## src/rtl/rv_pipeline_n.sv

```systemverilog
// Purpose: DEPTH-stage ready/valid pipeline adding INC per stage, with flush and live occupancy.
// Latency: DEPTH cycles stall-free; one word per cycle sustained throughput.
// Backpressure: combinational ready chain by default; with RV_PIPELINE_SKID_EN each stage is a
//   2-entry skid buffer with registered ready (capacity 2*DEPTH, no result_ready->data_ready path).
module rv_pipeline_n #(
   parameter int WIDTH = 16,
   parameter int DEPTH = 4,
   parameter int INC   = 1
) (
   input  logic                             clock,
   input  logic                             reset,
   input  logic [WIDTH-1:0]                 data,
   input  logic                             data_valid,
   output logic                             data_ready,
   output logic [WIDTH-1:0]                 result,
   output logic                             result_valid,
   input  logic                             result_ready,
   input  logic                             flush,
   output logic [$clog2(2*DEPTH+1)-1:0]     occupancy
);

   localparam int OW = $clog2(2*DEPTH+1);
   localparam logic [WIDTH-1:0] INC_W = WIDTH'(INC);

   // Main register of each stage; stage DEPTH-1 drives the output.
   logic [DEPTH-1:0] vld;
   logic [WIDTH-1:0] dat [DEPTH];

   // What each stage sees from upstream: the input port for stage 0, the previous stage otherwise.
   logic [DEPTH-1:0] src_vld;
   logic [WIDTH-1:0] src_dat [DEPTH];

   // Route upstream valid/data into each stage.
   always_comb begin
      src_vld    = '0;
      src_vld[0] = data_valid;
      src_dat[0] = data;
      for (int k = 1; k < DEPTH; k++) begin
         src_vld[k] = vld[k-1];
         src_dat[k] = dat[k-1];
      end
   end

`ifdef RV_PIPELINE_SKID_EN
   // Second slot per stage catches the word already in flight when ready drops.
   logic [DEPTH-1:0] skid_vld;
   logic [WIDTH-1:0] skid_dat [DEPTH];

   // up_rdy[k] is stage k's registered ready to its upstream; up_rdy[DEPTH] is the consumer.
   logic [DEPTH:0]   up_rdy;
   logic [DEPTH-1:0] pop;
   logic [DEPTH-1:0] take;

   assign up_rdy = {result_ready, ~skid_vld};

   // A stage pops when its main word is taken downstream and takes when upstream offers into a free skid.
   always_comb begin
      pop  = '0;
      take = '0;
      for (int k = 0; k < DEPTH; k++) begin
         pop[k]  = vld[k] && up_rdy[k+1];
         take[k] = src_vld[k] && up_rdy[k];
      end
   end

   // Skid stage update: refill main from skid first so order is kept, otherwise load new words.
   always_ff @(posedge clock or posedge reset) begin
      if (reset) begin
         vld      <= '0;
         skid_vld <= '0;
         for (int k = 0; k < DEPTH; k++) begin
            dat[k]      <= '0;
            skid_dat[k] <= '0;
         end
      end else if (flush) begin
         vld      <= '0;
         skid_vld <= '0;
      end else begin
         for (int k = 0; k < DEPTH; k++) begin
            if (pop[k] && skid_vld[k]) begin
               dat[k]      <= skid_dat[k];
               skid_vld[k] <= 1'b0;
            end else if (pop[k] || !vld[k]) begin
               vld[k] <= take[k];
               if (take[k]) dat[k] <= src_dat[k] + INC_W;
            end else if (take[k]) begin
               skid_vld[k] <= 1'b1;
               skid_dat[k] <= src_dat[k] + INC_W;
            end
         end
      end
   end

   assign data_ready = !flush && !reset && up_rdy[0];
`else
   // rdy[k]: stage k can load this cycle; rdy[DEPTH] is the consumer.
   logic [DEPTH:0] rdy;

   // Ready ripples back from the consumer: a stage is free if empty or its word moves on.
   always_comb begin
      rdy        = '0;
      rdy[DEPTH] = result_ready;
      for (int k = DEPTH-1; k >= 0; k--) begin
         rdy[k] = !vld[k] || rdy[k+1];
      end
   end

   // Single-register stage update: load (and increment) whenever the stage is free to advance.
   always_ff @(posedge clock or posedge reset) begin
      if (reset) begin
         vld <= '0;
         for (int k = 0; k < DEPTH; k++) begin
            dat[k] <= '0;
         end
      end else if (flush) begin
         vld <= '0;
      end else begin
         for (int k = 0; k < DEPTH; k++) begin
            if (rdy[k]) begin
               vld[k] <= src_vld[k];
               if (src_vld[k]) dat[k] <= src_dat[k] + INC_W;
            end
         end
      end
   end

   assign data_ready = !flush && !reset && rdy[0];
`endif

   assign result       = dat[DEPTH-1];
   assign result_valid = vld[DEPTH-1] && !flush;

   logic acc_xfer;
   logic emit_xfer;

   assign acc_xfer  = data_valid && data_ready;
   assign emit_xfer = result_valid && result_ready;

   // Occupancy tracks accepted-but-not-emitted words; flush and reset empty it.
   always_ff @(posedge clock or posedge reset) begin
      if (reset) begin
         occupancy <= '0;
      end else if (flush) begin
         occupancy <= '0;
      end else if (acc_xfer && !emit_xfer) begin
         occupancy <= occupancy + OW'(1);
      end else if (!acc_xfer && emit_xfer) begin
         occupancy <= occupancy - OW'(1);
      end
   end

endmodule

```

## config.mk

```make
export PLATFORM = sky130hd
export DESIGN_NAME = rv_pipeline_n
export DESIGN_NICKNAME = d
export VERILOG_FILES = /design/src/rtl/rv_pipeline_n.sv
export SDC_FILE = /design/constraint.sdc
export NUM_CORES = 1
export LEC_CHECK = 0
export ABC_AREA = 1
export CORE_MARGIN = 1.5
export CORE_UTILIZATION = 45
export CTS_CLUSTER_DIAMETER = 60
export DETAILED_ROUTE_END_ITERATION = 10
export GPL_TIMING_DRIVEN = 0
export PLACE_DENSITY = 0.66
export SYNTH_ARGS = -nofsm -noshare
export SYNTH_HDL_FRONTEND = slang
export SYNTH_SLANG_ARGS = --single-unit
```

## constraint.sdc

```tcl
create_clock -name clock -period 3.7 [get_ports clock]
set_clock_uncertainty 0.1 [all_clocks]
set_input_delay 0.74 -clock clock [delete_from_list [all_inputs] [get_ports clock]]
set_output_delay 0.74 -clock clock [all_outputs]
set_load 0.01 [all_outputs]
```

Word level (Yosys, flattened, before mapping). Index checks and enable logic that the tools add are counted.

Add/sub/neg operators: 6. Reductions and logical operators: 28. Bitwise operators: 1. Muxes and demuxes: 8.

Operators with widths (count): 16-bit by 1-bit adder with 16-bit output (second input constant) (4); 4-bit two-way mux (4); 3-bit AND reduction (4); 1-bit zero test (8); 2-bit nonzero test (4); 1-bit logical AND (7); 4-bit by 1-bit adder with 4-bit output (second input constant) (1); 1-bit logical OR (4); 1-bit two-way mux (4); 4-bit by 1-bit subtractor with 4-bit output (second input constant) (1); 3-bit nonzero test (1); 1-bit inverter (1).

Output and inout bits: 22. Bits in registers: 72. Bits of input ports: 21.

Depth between registers and ports, before layout.
Word-level depth: 12. Depth in mapped cells: 14. Mapped depth without buffers: 14.

Worst setup path before layout. No wires, ideal clock.

Kind: input to register. From: input reset. To: register occupancy[3]. Data arrival time: 3.827 ns. Slack: -0.348 ns. Required time: 3.479 ns. Cell stages on the path: 11. Buffers on the path: 0. Path through: inv_1 > nand4_2 > ha_1 > a21oi_1 > nand3_1 > nand2_1 > inv_1 > nand2_1 > nand2_1 > nand2_1 > nand2_1.

Longest elaborated chain between the ends: 7. Elaborated cells on any way between the ends: 10. Those cells by class: mux: 2; reduce/logical: 8.

RTL lines: start, declared (RTL line 11) `input logic reset,`; 1-bit zero test (no source line) *; 1-bit logical AND * (2 in a row) (RTL line 127) `assign data_ready = !flush && !reset && rdy[0];`; 1-bit logical AND * (RTL line 136) `assign acc_xfer = data_valid && data_ready;`; 1-bit logical AND or 1-bit zero test (tied branches) (RTL line 145, 147); 4-bit two-way mux or 1-bit logical AND (tied branches) (RTL line 145, 147); 4-bit two-way mux or 3-bit nonzero test (tied branches); end signal, assigned (RTL line 146) `occupancy <= occupancy + OW'(1);`; end signal, assigned (RTL line 148) `occupancy <= occupancy - OW'(1);`; end, declared (RTL line 19) `output logic [$clog2(2*DEPTH+1)-1:0] occupancy`.

Every way passes the cells marked *; elsewhere a longest branch is shown, timed or not. A chain may end at the register's enable or synchronous reset.

Worst setup path after layout. Same ends and word-level chain as after synthesis.

==> results.cfg <==
[global_route]
antenna_found_initial = 0
grt_pass1_vias = 3699
track_usage = 0.1983
gr-max-usage-layer = met2
use_met1 = 0.2153
grt_pass1_wl_um = 15850
grt_max_degree = 40
gr-total-overflow = 0
grtUsageMet2 = 0.3591
grt_use_met3 = 0.02705

[cts]
ctsResizeCount = 0
worstSkewPairLatency_ns = 0.35
hold_buffers = 0
root_buffer = clkbuf_8
cts_tree = done
cts_setup_buffers = 0
cts_buffers = 9
path_clk_slew_ns = 0.08
cts.sinks = 72
cts_htree_levels = 3
cts_max_path_buffers = 2

[timing]
setup_viol = 0
tightest_slew_ns = 0.8407
min_period_over_period = 0.9079
rsz0062_at_grt = no
final_max_slew_viol_count = 0
hold_viol = 0
finalCriticalPeriod_ns = 3.359
max_slew_margin = 0.4383
fmax_mhz = 297.7

[yosys]
synth_nets = 603
async_reset_ff_frac = 1.000
ys_seq_area_frac = 0.4170
synthFlopType = dfrtp_1
ys_types = 41
syn-instance-count = 575
synthesis.area_mm2 = 0.004320
synth-edff-count = 0
ys_warn_count = 0
avgSynthCellArea_um2 = 7.514
synth-seq-cells = 72

[placement]
io_buffers = 42
placed_cell_area_mm2 = 0.004926
place_congestion = 0.9164
dp.cells = 747
hpwlAfterDp_um = 7094

[hold_path]
holdCritStartpoint = result[14]
hold_class = register to register

[status]
status = complete, no violations

[detailed_routing]
ant_nets = 0
wl_um = 9055
num_vias = 3732
dr.pass1.iters = 4
vias_per_cell = 4.891
drc = 0
post_drt_wl_per_cell_um = 11.87
drtIter0Drc = 110

[power]
total_power_uw = 2538
powerDensity_mw_per_mm2 = 490.0
worst_ir_drop_vdd_uv = 244.6
p_leak_uw = 0.002431

[floorplanning]
die_w_um = 101.0
die_area_mm2 = 0.01020
rows = 35
core_mm2 = 0.009284
initial_core_util = 0.4654
die_h_um = 101.0
io_pins = 43

[cells_and_area]
final_cells = 763
multiInputGateArea_mm2 = 0.002043
antenna_cells = 0
nFillCells = 926
final_cell_area_mm2 = 0.005180
drive_gt1_frac = 0.1183
regArea_mm2 = 0.001802
syn2layout_area_growth_pct = 19.90
nets = 657

[critical_path]
critical_path.max_fanout = 39
crit_required_ns = 3.84
r2r-start = vld[3]
cpMaxStageDelayCell = clkinvlp_4
critPathLaunchType = input pin
path_delay_family = buffers and inverters
critical-path-max-stage-delay_ns = 0.69
worstSetupStartpoint = reset
cpMostUsedCell = nand2_1
path_class = input pin to register
critPathBufInv = 3
worstPathCellList = clkdlybuf4s50_1, clkinvlp_4, nand4_2, ha_1, a21oi_1, nand3_1, nand2_1, inv_1, nand2_1, nand2_1, nand2_1, nand2_1
endpoint_kind = register
arrival_ns = 3.50

[flow_run]
drv_cap = 0
==> cell usage in the layout, fill, tap and decap left out, types with 2 or more instances in the layout <==
cell and instances:
a21oi_1 8, a31o_2 2, a31oi_1 11, buf_2 4
buf_4 16, buf_6 6, bufinv_16 3, clkbuf_8 11
clkdlybuf4s50_1 42, clkinvlp_4 2, dfrtp_1 72, ha_1 6
inv_1 62, inv_2 5, inv_4 2, nand2_1 161
nand2_2 3, nand2_4 2, nand3_1 46, nand4_1 14
nand4_2 2, nor2_1 56, nor2_2 4, nor2_4 2
nor3_1 10, nor3_4 2, o21ai_0 26, o21ai_1 16
o21bai_1 2, o22ai_1 4, o31ai_1 2, or2_2 2
xnor2_1 8, xor2_1 7
==> cells by family after synthesis <==
logic type,after synthesis,synth area share
AND/OR/NAND/NOR,310,0.3212
buffers and inverters,96,0.1101
AO/OA/AOI/OAI,75,0.09933
flip-flops,72,0.4170
XOR/XNOR,15,0.03041
adder cells (fa/ha/maj),7,0.02201
==> metrics by stage <==
stage	setup TNS [ns]	worst slack, ns	util	hold WS (ns)
3_3_place_gp	-1.871	-0.8463	0.5284	0.3643
2_1_floorplan	0	0.3298	-	0.3500
6_report	0	0.3408	0.5580	0.3787
4_1_cts	0	0.2977	0.5580	0.3865
5_1_grt	0	0.06022	0.5580	0.4064
3_5_place_dp	-0.07739	-0.07739	0.5306	0.3673
==> worst min-delay path: stages (launching register included) <==
cell and delay, ns:
dfrtp_1 0.35, nand2_1 0.05, nand2_1 0.05
==> final timing paths <==
check                                to  slack [ns]  cells after the start
max                        occupancy[3]        0.34                     12
max in group asynchronous    result[14]        2.03                      3
min in group asynchronous  occupancy[2]        0.83                      2
min                          result[14]        0.38                      2
min reg2reg                  result[14]        0.38                      2
max reg2reg                occupancy[3]        1.50                     13
==> Yosys cell counts, types with 3 or more instances <==
library cell  instances  area, um2
nand2_1             161      604.3
dfrtp_1              72       1802
inv_1                63      236.5
nor2_1               56      210.2
nand3_1              46      230.2
o21ai_0              26      130.1
buf_4                16      120.1
o21ai_1              16      80.08
nand4_1              14      87.58
a31oi_1              11      68.82
nor3_1               10      50.05
a21oi_1               8      40.04
xnor2_1               8      70.07
xor2_1                7      61.31
buf_6                 6      67.56
ha_1                  6      75.07
inv_2                 5      18.77
buf_2                 4      20.02
nor2_2                4      25.02
o22ai_1               4      25.02
nand2_2               3      18.77
==> report_power, final <==
group          internal (uW)  switching, uW
Combinational            345            318
Clock                    483            295
Sequential               950            147
==> state kept, by name, indices dropped and copies added, names as in the netlist <==
signal / count
dat: 48
occupancy: 4
result: 16
vld: 4
==> layer usage <==
metal	vias up	routed length [um]
li1	1966	-
met1	1643	3872
met2	90	4549
met3	33	222
met4	0	410
met5	-	0
==> layout make-up <==
cell class,instances,share of cell area
flip-flops and latches,72,0.3478
well taps,129,0.03116
plain buffers,26,0.04010
clock buffers,11,0.02923
repair buffers,43,0.08502
multi-input cells,407,0.3944
clock inverters,5,0.01981
inverters,70,0.05242
(Power assumes the default switching activity.)
